[src/rtl/pll.sv]
// Counter-based stand-in for a cascaded vendor PLL pair, driven by the 50 MHz
// system clock; every generated clock and lock flag comes straight from a flop.
module pll #(
    parameter int LOCK1_CYCLES = 100,
    parameter int LOCK2_CYCLES = 50
) (
    input  logic sys_clk,
    input  logic rst_n,
    output logic clk_5MHz,
    output logic clk_10MHz,
    output logic clk_1MHz,
    output logic clk_180deg,
    output logic clk_20dc,
    output logic locked_sig1,
    output logic locked_sig2
);

    // Both lock parameters must be at least 1; zero is not a legal setting.
    localparam int W1 = $clog2(LOCK1_CYCLES + 1);
    localparam int W2 = $clog2(LOCK2_CYCLES + 1);

    logic [W1-1:0] r_cnt1;
    logic [W1-1:0] w_cnt1_nxt;
    logic [W2-1:0] r_cnt2;
    logic [W2-1:0] w_cnt2_nxt;
    logic          r_lock1;
    logic          r_lock2;
    logic          w_lock1_nxt;
    logic          w_lock2_nxt;
    logic [3:0]    r_p10;
    logic [3:0]    w_p10_nxt;
    logic [5:0]    r_p50;
    logic [5:0]    w_p50_nxt;
    logic          r_clk_5;
    logic          r_clk_10;
    logic          r_clk_1;
    logic          r_clk_180;
    logic          r_clk_20;
    logic          w_clk_5_nxt;
    logic          w_clk_10_nxt;
    logic          w_clk_1_nxt;
    logic          w_clk_180_nxt;
    logic          w_clk_20_nxt;

    // Decodes use next-state phase values so each output flop toggles on the edge itself.
    always_comb begin
        w_cnt1_nxt = r_cnt1;
        if (r_cnt1 != W1'(LOCK1_CYCLES)) begin
            w_cnt1_nxt = r_cnt1 + W1'(1);
        end
        w_lock1_nxt = (w_cnt1_nxt == W1'(LOCK1_CYCLES));

        w_cnt2_nxt = r_cnt2;
        if (r_lock1 && (r_cnt2 != W2'(LOCK2_CYCLES))) begin
            w_cnt2_nxt = r_cnt2 + W2'(1);
        end
        w_lock2_nxt = (w_cnt2_nxt == W2'(LOCK2_CYCLES));

        // Phase is 0 on the first locked cycle, then free-runs.
        w_p10_nxt = 4'd0;
        if (r_lock1) begin
            w_p10_nxt = (r_p10 == 4'd9) ? 4'd0 : r_p10 + 4'd1;
        end
        w_p50_nxt = 6'd0;
        if (r_lock2) begin
            w_p50_nxt = (r_p50 == 6'd49) ? 6'd0 : r_p50 + 6'd1;
        end

        w_clk_5_nxt   = w_lock1_nxt && (w_p10_nxt <= 4'd4);
        w_clk_180_nxt = w_lock1_nxt && (w_p10_nxt >= 4'd5);
        w_clk_20_nxt  = w_lock1_nxt && (w_p10_nxt <= 4'd1);
        w_clk_10_nxt  = w_lock1_nxt && ((w_p10_nxt == 4'd0) || (w_p10_nxt == 4'd1) ||
                                        (w_p10_nxt == 4'd5) || (w_p10_nxt == 4'd6));
        w_clk_1_nxt   = w_lock2_nxt && (w_p50_nxt <= 6'd24);
    end

    always_ff @(posedge sys_clk) begin
        if (rst_n) begin
            r_cnt1    <= '0;
            r_cnt2    <= '0;
            r_lock1   <= 1'b0;
            r_lock2   <= 1'b0;
            r_p10     <= 4'd0;
            r_p50     <= 6'd0;
            r_clk_5   <= 1'b0;
            r_clk_10  <= 1'b0;
            r_clk_1   <= 1'b0;
            r_clk_180 <= 1'b0;
            r_clk_20  <= 1'b0;
        end else begin
            r_cnt1    <= w_cnt1_nxt;
            r_cnt2    <= w_cnt2_nxt;
            r_lock1   <= w_lock1_nxt;
            r_lock2   <= w_lock2_nxt;
            r_p10     <= w_p10_nxt;
            r_p50     <= w_p50_nxt;
            r_clk_5   <= w_clk_5_nxt;
            r_clk_10  <= w_clk_10_nxt;
            r_clk_1   <= w_clk_1_nxt;
            r_clk_180 <= w_clk_180_nxt;
            r_clk_20  <= w_clk_20_nxt;
        end
    end

    assign clk_5MHz    = r_clk_5;
    assign clk_10MHz   = r_clk_10;
    assign clk_1MHz    = r_clk_1;
    assign clk_180deg  = r_clk_180;
    assign clk_20dc    = r_clk_20;
    assign locked_sig1 = r_lock1;
    assign locked_sig2 = r_lock2;

endmodule

[config.mk]
export PLATFORM = sky130hd
export DESIGN_NAME = pll
export DESIGN_NICKNAME = d
export VERILOG_FILES = /design/src/rtl/pll.sv
export SDC_FILE = /design/constraint.sdc
export NUM_CORES = 1
export LEC_CHECK = 0
export BUFFER_PORTS_ARGS = -buffer_cell sky130_fd_sc_hd__buf_2
export CORE_ASPECT_RATIO = 0.7
export CORE_UTILIZATION = 50
export DETAILED_ROUTE_END_ITERATION = 8
export GPL_ROUTABILITY_DRIVEN = 0
export PLACE_DENSITY = 0.73
export SYNTH_ARGS = -nofsm -noshare
export SYNTH_HDL_FRONTEND = slang
export SYNTH_SLANG_ARGS = --single-unit
[constraint.sdc]
create_clock -name sys_clk -period 4.8 [get_ports sys_clk]
set_clock_uncertainty 0.05 [all_clocks]
set_input_delay 0.72 -clock sys_clk [delete_from_list [all_inputs] [get_ports sys_clk]]
set_output_delay 0.72 -clock sys_clk [all_outputs]
set_load 0.1 [all_outputs]
* After elaboration in Yosys (flattened, before gate mapping) *
Cells that the tools add are included.

word-level totals
  register bits = 30
  bits of input ports = 2
  logic and storage cells = 44

operators by class
  add/sub/neg operators = 4
  order comparisons = 4
  equal/unequal tests = 9
  mux-type cells = 6
  reductions and logical operators = 10

operator list
  operator               count
  $mux W6                3
  $add A6 B1 Y6 const B  2
  $eq A6 B6 Y1 const B   2
  $eq A4 B3 Y1 const B   2
  $mux W4                2
  $add A7 B1 Y7 const B  1
  $eq A7 B7 Y1 const B   1
  $mux W7                1
  $ne A7 B7 Y1 const B   1
  $le A6 B5 Y1 const B   1
  $logic_and A1 B1 Y1    6
  $ne A6 B6 Y1 const B   1
  $add A4 B1 Y4 const B  1
  $eq A4 B1 Y1 const B   1
  $eq A4 B4 Y1 const B   1
  $ge A4 B3 Y1 const B   1
  $le A4 B1 Y1 const B   1
  $le A4 B3 Y1 const B   1
  $logic_not A4 Y1       1
  $logic_or A1 B1 Y1     3

* Depth between registers and ports, before layout *
  depth after elaboration = 8
  mapped depth = 7
  mapped depth without buffers = 7

* Worst setup path before layout *
Ideal clock, no wire load.

  kind = reg2reg
  from = register r_lock1 (netlist: locked_sig1)
  to = register r_clk_1 (netlist: clk_1MHz)
  arrival time = 2032 ps
  required time = 4670 ps
  setup slack = 2638 ps
  stages on the path, launching flop included = 7
  clock period less this slack = 2162 ps
  cell sequence = dfxtp_1 -> clkbuf_1 -> and4_1 -> o211ai_1 -> o31ai_1 -> and4_1 -> nor3b_1

on the way
  word-level cells in the longest chain between the ends = 4

RTL lines
  what                    RTL line  text
  start, declared         26        logic r_lock1;
  start signal, assigned  93        r_lock1 <= w_lock1_nxt;
  $logic_and A1 B1 Y1     54        if (r_lock1 && (r_cnt2 != W2'(LOCK2_CYCLES))) begin
  $mux W6                 54
  $eq A6 B6 Y1            57        w_lock2_nxt = (w_cnt2_nxt == W2'(LOCK2_CYCLES));
  $logic_and A1 B1 Y1     74        w_clk_1_nxt = w_lock2_nxt && (w_p50_nxt <= 6'd24);
  end signal, assigned    99        r_clk_1 <= w_clk_1_nxt;
  end, declared           36        logic r_clk_1;

Every way passes these cells.
A chain may end at the register's enable or synchronous reset.

* Worst setup path in the final report *
  from = register r_lock1 (netlist: locked_sig1)
  to = output locked_sig1

RTL lines
  what           RTL line  text
  end, declared  14        output logic locked_sig1,

No word-level cell between the ends.

==> metrics.md <==
| Metric | Value |
|---|---|
| TNS Setup | `0 ps` |
| Post-DP HPWL | `2.028 mm` |
| Rel. slew slack | `0.6113` |
| Post-CTS sizing | `0` |
| Crit end category | `output pin` |
| Minimum clock period | `2051 ps` |
| Synth cell types | `42` |
| Number of I/O pins | `9` |
| Layout Utilization | `0.5782` |
| Status | `complete, no violations` |
| Number of port buffers | `8` |
| FFs w/ async S/R, synth | `0` |
| Postcts setup bufs | `0` |
| Max Buffers Root-to-Sink | `2` |
| Max rail drop VDD | `0.1409 mV` |
| Main synth FF type | `dfxtp_1` |
| CTS Buf Count | `5` |
| Sequential area share after synthesis | `0.4106` |
| Die ar. | `3149 µm²` |
| Global-route wire length before repair | `4.312 mm` |
| Iter 0 DRT Violations | `36` |
| Clock sinks | `30` |
| Number of global-route vias before repair | `1,014` |
| Max-Cap Viols | `0` |
| Post-route ant nets | `0` |
| Drt total wl | `2.783 mm` |
| DR vias | `1,171` |
| Fin. Hold Viols | `0` |
| Worst Path Buf+Inv | `1` |
| Fmax | `487.7 MHz` |
| Critical path class | `flop to output pin` |
| Top Family by Delay on Critical Path | `flip-flops` |
| Diodes inserted | `0` |
| Worst Tran Pin Value | `576.9 ps` |
| Yosys warning total | `0` |
| Multi-input logic area | `824.5 µm²` |
| Critical path's slowest cell | `dfxtp_1` |
| Final setup fails | `0` |
| Clock root buffer | `clkbuf_8` |
| Final period util | `0.4272` |
| Clk slew on worst S/H paths | `50 ps` |
| DRT Pass-1 Iters | `5` |
| Largest net degree at the start of global routing | `19` |
| Average size of a mapped cell | `9.085 µm²` |
| Final Max Tran Viols | `0` |
| Gr usage total | `0.1929` |
| Syn Inst Count | `161` |
| Leakage | `0.6495 nW` |
| Die Span Y | `47.25 µm` |
| Number of synthesized register bits | `30` |
| Mapped Nets | `171` |
| Mapped Area | `1463 µm²` |
| Cts hold-fix bufs | `0` |
| Die W | `66.65 µm` |
| Antenna violations before repair | `0` |
| Total congestion overflow | `0` |
| Row count | `16` |
| PwrDens | `279.9 nW/µm²` |
| Core area | `2783 µm²` |
| H-tree levels | `2` |
| Final net count | `182` |
| Sequential Area | `600.6 µm²` |
| Routed WL per cell | `13.38 µm` |
| Crit path DAT | `1280 ps` |
| Slowest Stage Delay on Critical Path | `510 ps` |
| Worst-path maximum fanout | `11` |
| Fraction of layout cells with a size suffix above 1 | `0.1047` |
| TritonCTS clock tree | `built` |
| Vias per inst | `5.630` |
| Critical Path RT | `4030 ps` |
| Clk Latency, worst-skew pair | `270 ps` |
| Number of remaining DRC errors | `0` |
| Fill count | `236` |
| Cells along the critical path | `buf_2` |
| Startpoint types | `flop` |
| Post-synth EDFFs | `0` |
| Unrepaired setup endpoints after global routing | `false` |
| Area grow syn2layout | `10.01%` |
| Initial Utilization | `0.5256` |
| Hold WC Path Type | `flop to flop` |
[report_power, final]
group	internal (W)	switching, W	total, W
Clock	0.0000994	0.0000815	0.000181
Sequential	0.000251	0.00000251	0.000254
Combinational	0.00000572	0.00000992	0.0000156
[state kept, by name, indices dropped and copies added, names as in the netlist, 4 cells and up]
name    cells
r_cnt1      7
r_p10       4
r_cnt2      6
r_p50       6
[final timing paths]
| kind | start | endpoint | slack, ps | depth (start not counted) |
|---|---|---|---|---|
| max | locked_sig1$_SDFF_PP0_ | locked_sig1 | 2750 | 1 |
| min | r_p50[0]$_SDFF_PP0_ | r_p50[0]$_SDFF_PP0_ | 440 | 1 |
| max reg2reg | r_cnt1[1]$_SDFF_PP0_ | clk_20dc$_SDFF_PP0_ | 2780 | 6 |
| min reg2reg | r_p50[0]$_SDFF_PP0_ | r_p50[0]$_SDFF_PP0_ | 440 | 1 |
[cells in the final DEF, fill, tap and decap left out, types with 2 or more instances in the layout]
master    synthesis  routed
nand2b_1          4       4
nand4b_1          2       2
a21oi_1           2       2
o31ai_1           2       2
nor3b_1           3       3
nor4_1            3       3
nor3_1            4       4
ha_1              8       8
clkbuf_8          0       5
o21ai_0           6       6
dfxtp_1          30      30
xor2_1           10      10
nor2b_1           2       2
a21o_1            2       2
and3_1            3       3
inv_1             6       6
mux2i_1           2       2
buf_2             0       8
xnor2_1           5       5
nand3_1           6       6
nor2_1           25      25
clkbuf_1          4       2
nand2_1          10      10
and4_1            2       2
[synth_stat cells (all sizes together), types with 3 or more instances]
| master | instances | area, µm² |
|---|---|---|
| dfxtp | 30 | 600.6 |
| xnor2 | 5 | 43.79 |
| nand2 | 10 | 37.54 |
| and3 | 4 | 26.28 |
| nor3 | 4 | 20.02 |
| clkbuf | 4 | 15.01 |
| xor2 | 10 | 87.58 |
| inv | 6 | 22.52 |
| nor2 | 25 | 93.84 |
| ha | 8 | 100.1 |
| nand4b | 3 | 32.53 |
| nor3b | 4 | 41.29 |
| nor4 | 3 | 18.77 |
| nand3 | 6 | 30.03 |
| o21ai | 6 | 30.03 |
| nand2b | 4 | 25.02 |
[worst register-to-register path, cell delays in order (launching register included)]
cell and delay [ps]:
dfxtp_1 360, ha_1 310, nand3_1 130, xor2_1 190
nor4b_1 370, o221ai_2 230, nor4_1 280
[per-layer routing]
metal | GRT usage | part of all wire | vias to the layer above | wire (µm)
met1 | 0.2274 | 0.45 | 546 | 1262
met5 | 0 | 0 | - | 0
met2 | 0.3253 | 0.48 | 32 | 1333
met3 | 0.07282 | 0.052 | 5 | 144
met4 | 0.07660 | 0.015 | 0 | 42
li1 | - | - | 588 | -
[kinds of logic after synthesis]
| logic type | share of synthesized area |
|---|---|
| simple gates | 0.2840 |
| flops | 0.4106 |
| compound gates | 0.1078 |
| xor+xnor | 0.08982 |
| buf+inv | 0.02566 |
| fa+ha+maj | 0.06844 |
| mux | 0.01369 |
[stage by stage]
step	total power [W]	cell area (µm²)	hold WS, ps	setup WS, ps	std cells
after floorplan	0.0002712	1463	402.0	2638	161
after global placement	0.0002740	1533	423.8	2883	201
after detailed placement	0.0002743	1533	437.3	2807	201
after CTS	0.0004562	1609	451.1	2742	208
after global routing	0.0004719	1609	463.1	2501	208
final	0.0004503	1609	436.5	2749	208
[cell type report]
type | instances | area share
clock buffer | 7 | 0.04743
sequential | 30 | 0.3733
multi-input combinational | 121 | 0.5124
timing repair buffer | 8 | 0.02488
inverter | 6 | 0.01400
tap | 36 | 0.02799
Power figures use the tool's default switching activity.
